### src/rtl/uart_tx_arbiter_if.sv
// Bundle of requester-side and transmitter-side signals around the UART TX arbiter.
// The slave modport is the arbiter itself; master is the surrounding producers/transmitter.
interface uart_tx_arbiter_if #(
    parameter int NREQ  = 4,
    parameter int DBITS = 8
);
    localparam int GNT_W = $clog2(NREQ);

    logic [NREQ-1:0]       req_valid;
    logic [NREQ*DBITS-1:0] req_data;
    logic [NREQ-1:0]       req_ready;
    logic [DBITS-1:0]      tx_data;
    logic                  tx_start;
    logic                  tx_busy;
    logic [GNT_W-1:0]      gnt_id;
    logic                  arb_busy;
    logic                  err_tmo;
    logic                  err_clr;

    modport slave (
        input  req_valid, req_data, tx_busy, err_clr,
        output req_ready, tx_data, tx_start, gnt_id, arb_busy, err_tmo
    );

    modport master (
        output req_valid, req_data, tx_busy, err_clr,
        input  req_ready, tx_data, tx_start, gnt_id, arb_busy, err_tmo
    );
endinterface

### src/rtl/uart_tx_arbiter.sv
// Shares one UART transmitter between NREQ byte producers, one frame at a time.
// Define UART_TX_ARB_FIXED_PRIO_EN for fixed lowest-index priority; default is round-robin.
module uart_tx_arbiter #(
    parameter int NREQ    = 4,
    parameter int DBITS   = 8,
    parameter int ACK_TMO = 64
) (
    input  logic                sysclk,
    input  logic                rst,
    uart_tx_arbiter_if.slave    bus
);
    localparam int GNT_W = $clog2(NREQ);
    localparam int TMO_W = $clog2(ACK_TMO) + 1;

    localparam logic [4:0] sIDLE  = 5'b00001;
    localparam logic [4:0] sGRANT = 5'b00010;
    localparam logic [4:0] sSTART = 5'b00100;
    localparam logic [4:0] sACK   = 5'b01000;
    localparam logic [4:0] sDONE  = 5'b10000;

    logic [4:0]       state;
    logic [TMO_W-1:0] tmo_cnt;
    logic             win_found;
    logic [GNT_W-1:0] win_id;
    logic [NREQ-1:0]  win_onehot;
    logic [DBITS-1:0] win_data;

`ifdef UART_TX_ARB_FIXED_PRIO_EN
    always_comb begin
        win_found = 1'b0;
        win_id    = '0;
        for (int i = NREQ - 1; i >= 0; i--) begin
            if (bus.req_valid[i]) begin
                win_found = 1'b1;
                win_id    = GNT_W'(i);
            end
        end
    end
`else
    logic [GNT_W-1:0] rr_ptr;
    logic [GNT_W:0]   rr_cand;

    // Scan from the farthest candidate back to ptr+1 so the nearest valid one wins.
    always_comb begin
        win_found = 1'b0;
        win_id    = '0;
        rr_cand   = '0;
        for (int k = NREQ; k >= 1; k--) begin
            rr_cand = {1'b0, rr_ptr} + (GNT_W + 1)'(k);
            if (rr_cand >= (GNT_W + 1)'(NREQ))
                rr_cand = rr_cand - (GNT_W + 1)'(NREQ);
            if (bus.req_valid[rr_cand[GNT_W-1:0]]) begin
                win_found = 1'b1;
                win_id    = rr_cand[GNT_W-1:0];
            end
        end
    end
`endif

    always_comb begin
        win_onehot         = '0;
        win_onehot[win_id] = win_found;
        win_data           = '0;
        for (int i = 0; i < NREQ; i++) begin
            if (GNT_W'(i) == win_id)
                win_data = bus.req_data[i*DBITS +: DBITS];
        end
    end

    always_ff @(posedge sysclk or posedge rst) begin
        if (rst) begin
            state         <= sIDLE;
            bus.req_ready <= '0;
            bus.tx_start  <= 1'b0;
            bus.tx_data   <= '0;
            bus.gnt_id    <= '0;
            bus.arb_busy  <= 1'b0;
            bus.err_tmo   <= 1'b0;
            tmo_cnt       <= '0;
`ifndef UART_TX_ARB_FIXED_PRIO_EN
            rr_ptr        <= GNT_W'(NREQ - 1);
`endif
        end else begin
            // A timeout set later in this block overrides the clear.
            if (bus.err_clr)
                bus.err_tmo <= 1'b0;

            case (state)
                sIDLE: begin
                    if (win_found && !bus.tx_busy) begin
                        bus.tx_data   <= win_data;
                        bus.gnt_id    <= win_id;
                        bus.req_ready <= win_onehot;
                        bus.arb_busy  <= 1'b1;
`ifndef UART_TX_ARB_FIXED_PRIO_EN
                        rr_ptr        <= win_id;
`endif
                        state         <= sGRANT;
                    end
                end
                sGRANT: begin
                    bus.req_ready <= '0;
                    bus.tx_start  <= 1'b1;
                    state         <= sSTART;
                end
                sSTART: begin
                    bus.tx_start <= 1'b0;
                    tmo_cnt      <= '0;
                    state        <= sACK;
                end
                sACK: begin
                    if (bus.tx_busy) begin
                        state <= sDONE;
                    end else if (tmo_cnt == TMO_W'(ACK_TMO - 1)) begin
                        bus.err_tmo  <= 1'b1;
                        bus.arb_busy <= 1'b0;
                        state        <= sIDLE;
                    end else begin
                        tmo_cnt <= tmo_cnt + 1'b1;
                    end
                end
                sDONE: begin
                    // Frame length depends on baud rate, so no timeout here.
                    if (!bus.tx_busy) begin
                        bus.arb_busy <= 1'b0;
                        state        <= sIDLE;
                    end
                end
                default: begin
                    bus.req_ready <= '0;
                    bus.tx_start  <= 1'b0;
                    bus.arb_busy  <= 1'b0;
                    state         <= sIDLE;
                end
            endcase
        end
    end
endmodule

### src/flat_wrapper.sv
// flat-port wrapper written by rule: the top's interface ports become plain ports
module uart_tx_arbiter_flat 
#(
    parameter int NREQ    = 4,
    parameter int DBITS   = 8,
    parameter int ACK_TMO = 64
)
  (sysclk, rst, bus_req_valid, bus_req_data, bus_tx_busy, bus_err_clr, bus_req_ready, bus_tx_data, bus_tx_start, bus_gnt_id, bus_arb_busy, bus_err_tmo);
  uart_tx_arbiter_if #(.NREQ(NREQ), .DBITS(DBITS)) bus_i ();
  input  logic sysclk;
  input  logic rst;
  input wire logic [$bits(bus_i.req_valid)-1:0] bus_req_valid;
  input wire logic [$bits(bus_i.req_data)-1:0] bus_req_data;
  input wire logic [$bits(bus_i.tx_busy)-1:0] bus_tx_busy;
  input wire logic [$bits(bus_i.err_clr)-1:0] bus_err_clr;
  output wire logic [$bits(bus_i.req_ready)-1:0] bus_req_ready;
  output wire logic [$bits(bus_i.tx_data)-1:0] bus_tx_data;
  output wire logic [$bits(bus_i.tx_start)-1:0] bus_tx_start;
  output wire logic [$bits(bus_i.gnt_id)-1:0] bus_gnt_id;
  output wire logic [$bits(bus_i.arb_busy)-1:0] bus_arb_busy;
  output wire logic [$bits(bus_i.err_tmo)-1:0] bus_err_tmo;
  assign bus_i.req_valid = bus_req_valid;
  assign bus_i.req_data = bus_req_data;
  assign bus_i.tx_busy = bus_tx_busy;
  assign bus_i.err_clr = bus_err_clr;
  assign bus_req_ready = bus_i.req_ready;
  assign bus_tx_data = bus_i.tx_data;
  assign bus_tx_start = bus_i.tx_start;
  assign bus_gnt_id = bus_i.gnt_id;
  assign bus_arb_busy = bus_i.arb_busy;
  assign bus_err_tmo = bus_i.err_tmo;
  uart_tx_arbiter #(.NREQ(NREQ), .DBITS(DBITS), .ACK_TMO(ACK_TMO)) u_core (.sysclk(sysclk), .rst(rst), .bus(bus_i));
endmodule
### config.mk
export PLATFORM = sky130hd
export DESIGN_NAME = uart_tx_arbiter_flat
export DESIGN_NICKNAME = d
export VERILOG_FILES = /design/src/rtl/uart_tx_arbiter_if.sv /design/src/rtl/uart_tx_arbiter.sv /design/src/flat_wrapper.sv
export SDC_FILE = /design/constraint.sdc
export NUM_CORES = 1
export LEC_CHECK = 0
export ABC_AREA = 1
export CAP_MARGIN = 20
export CORE_ASPECT_RATIO = 0.8
export CORE_MARGIN = 1.5
export CORE_UTILIZATION = 25
export CTS_CLUSTER_SIZE = 25
export DETAILED_ROUTE_END_ITERATION = 12
export DONT_BUFFER_PORTS = 1
export PLACE_DENSITY_LB_ADDON = 0.2
export RECOVER_POWER = 100
export SYNTH_ARGS = -nofsm -noshare
export SYNTH_HDL_FRONTEND = slang
export SYNTH_SLANG_ARGS = --single-unit
### constraint.sdc
create_clock -name sysclk -period 2.5 [get_ports sysclk]
set_clock_uncertainty 0.15 [all_clocks]
set_input_delay 0.25 -clock sysclk [delete_from_list [all_inputs] [get_ports sysclk]]
set_output_delay 0.25 -clock sysclk [all_outputs]
set_load 0.02 [all_outputs]
==> impl_metrics.json <==
{
  "min_period_ns": 2.26,
  "start_util_pct": 25.7,
  "nets": 305,
  "first_global_vias": 1698,
  "maxCapViolations": 0,
  "worstSetupPathType": "flip-flop to flip-flop",
  "cp.required_ns": 2.57,
  "ys_seq_elements": 31,
  "setup-tns-final_ns": 0,
  "tightest_slew_ns": 0.675,
  "dp_hpwl_mm": 3.78,
  "setup_viol": 0,
  "synthFlopType": "dfrtp_1",
  "drc": 0,
  "synthDistinctLibCells": 31,
  "grt_usage_pct": 13.4,
  "finalHoldViolations": 0,
  "die_w_um": 100,
  "rr_worst_depth": 13,
  "netlist_area_um2": 1890,
  "power_density_nw_per_um2": 1430,
  "cts_tree": "yes",
  "diodes": 0,
  "grt_antenna_before_repair": 0,
  "arrival_ns": 2.33,
  "coreArea_um2": 7360,
  "post_cts_buffers": 0,
  "vias": 1679,
  "synthArstFlopShare_pct": 100,
  "cts_root_buf": "clkbuf_8",
  "wl_mm": 5.02,
  "gp_congestion": 0.856,
  "post-place-ws_ns": 0.150,
  "period_share_pct": 90.5,
  "rsz0062_at_grt": "false",
  "final_core_util_pct": 28.8,
  "grt_max_degree": 20,
  "boundaryPins": 57,
  "die_area_um2": 8100,
  "worstSetupStartpointType": "flip-flop",
  "relSlewSlack_pct": 55.0,
  "path_clk_slew_ns": 0.06,
  "rows": 28,
  "run_status": "complete, no violations",
  "path_max_fanout": 18,
  "ir_drop_v": 0.000454,
  "vias_per_cell": 4.73,
  "end_kind": "flip-flop",
  "clk-insertion-delay-late_ns": 0.28,
  "finalInstanceArea_um2": 2120,
  "syn_area_per_cell_um2": 7.51,
  "numPortBuffers": 0,
  "finalNonFillerCells": 355,
  "min_path_type": "primary input to flip-flop",
  "dr.first_iter.drc_count": 102,
  "holdWs_ns": 0.0226,
  "netlist_instances": 252,
  "yosysWarnings": 0,
  "drt_first_pass_iters": 4,
  "routedWlPerCell_um": 14.1,
  "antenna_left": 0,
  "die_h_um": 80.8,
  "final_max_slew_viol_count": 0,
  "grt_pass1_wl_mm": 8.40,
  "cts_sinks": 31,
  "numCtsBuffers": 5,
  "p_leak_nw": 1.03,
  "clk_path_buf_depth": 2,
  "drive_above_1_share_pct": 12.5,
  "placed_cell_area_um2": 2010,
  "fin_ws_ns": 0.238,
  "place_inst": 343,
  "syn-num-nets": 293,
  "overflow": 0,
  "holdPathStages": 4,
  "fmax_ghz": 0.442,
  "synth_edf_count": 0,
  "areaGrowthSynthToFinish_pct": 11.8,
  "total_power_mw": 3.02,
  "htree_levels": 2,
  "ys_seq_area_share_pct": 41.2
}
## where the power goes
group	switching, mW	internal (mW)
combinational	1.12	0.534
sequential	0.300	0.691
clock	0.183	0.195
total	1.60	1.42
## synthesized netlist by cell type, drive strengths merged (2+ instances only)
cell / n / area share, %
a21oi: 6 / 1.6
buf: 6 / 2.4
dfrtp: 28 / 37
dfstp: 3 / 4.2
inv: 29 / 6.2
nand2: 95 / 21
nand3: 27 / 7.7
nand3b: 3 / 1.2
nand4: 16 / 5.3
nor2: 14 / 4.0
nor3: 2 / 0.53
nor4: 3 / 2.6
o21ai: 14 / 3.9
## cell families (layout without fill, tap and decap cells)
kind of cell / Yosys count / in the layout / synth area share, %
fa+ha+maj: 1 / 1 / 0.661
simple gates: 162 / 162 / 42.9
compound gates: 23 / 23 / 6.68
flops: 31 / 31 / 41.2
buf+inv: 35 / 48 / 8.53
## layout by cell type, fill, tap and decap left out, drive strengths merged
cell type,count
nand2,95
o22ai,1
nor3,2
o21ai,14
clkinv,1
clkbuf,11
dlygate4sd3,4
or2,1
dfstp,3
nor4,3
ha,1
o31ai,1
dfrtp,28
and2,1
buf,3
nor2,14
inv,29
o32ai,1
nand3,27
nand3b,3
a21oi,6
nand4,16
## what timing repair did
| action | CTS | global route |
|---|---|---|
| endpoints found under the setup margin | 0 | 8 |
| gates resized for setup | 0 | 1 |
| endpoints found under the hold margin | 15 | 0 |
| hold buffers | 4 | 0 |
## state kept, by name, summed over array words and instances (netlist names)
register	count
u_core.bus.tx_data	8
u_core.bus.req_ready	4
u_core.bus.arb_busy	1
u_core.rr_ptr	2
u_core.tmo_cnt	7
u_core.bus.gnt_id	2
u_core.bus.tx_start	1
u_core.state	5
u_core.bus.err_tmo	1
## layout make-up
cell class,count,area (µm²)
clock buffer,7,76.3
clock inverter,1,5.00
fill,811,5240
inverter,29,116
multi-input combinational,186,943
sequential,31,779
tap,90,113
timing repair buffer,11,82.6
## worst paths after layout
check | start | endpoint | slack [ns]
max | u_core.rr_ptr[0] | u_core.bus.tx_data[5] | 0.24
min in group asynchronous | rst | u_core.tmo_cnt[2] | 0.35
min | bus_req_data[31] | u_core.bus.tx_data[7] | 0.02
min reg2reg | u_core.tmo_cnt[4] | u_core.tmo_cnt[4] | 0.34
max reg2reg | u_core.rr_ptr[0] | u_core.bus.tx_data[5] | 0.24
max in group asynchronous | rst | u_core.tmo_cnt[4] | 1.04
## worst max-delay path, cell delays in order (launching register included)
cell	delay, ns
dfstp_2	0.65
inv_8	0.08
nand2_1	0.06
nand2_1	0.10
o21ai_1	0.18
inv_2	0.06
nand2_1	0.10
nand2_4	0.10
nand2_4	0.22
clkbuf_4	0.19
nand3_1	0.07
nand4_1	0.11
nand2_1	0.06
nand2_1	0.06
## routing by layer
layer	GRT usage, %	vias to the layer above	part of all wire (%)	wire [µm]
li1	-	853	-	-
met1	18.2	777	49	2450
met2	20.6	44	43	2170
met3	4.22	5	6.9	345
met4	3.80	0	1.1	53
met5	0	-	0	0
Note: power is estimated with default switching activity, not from simulation.
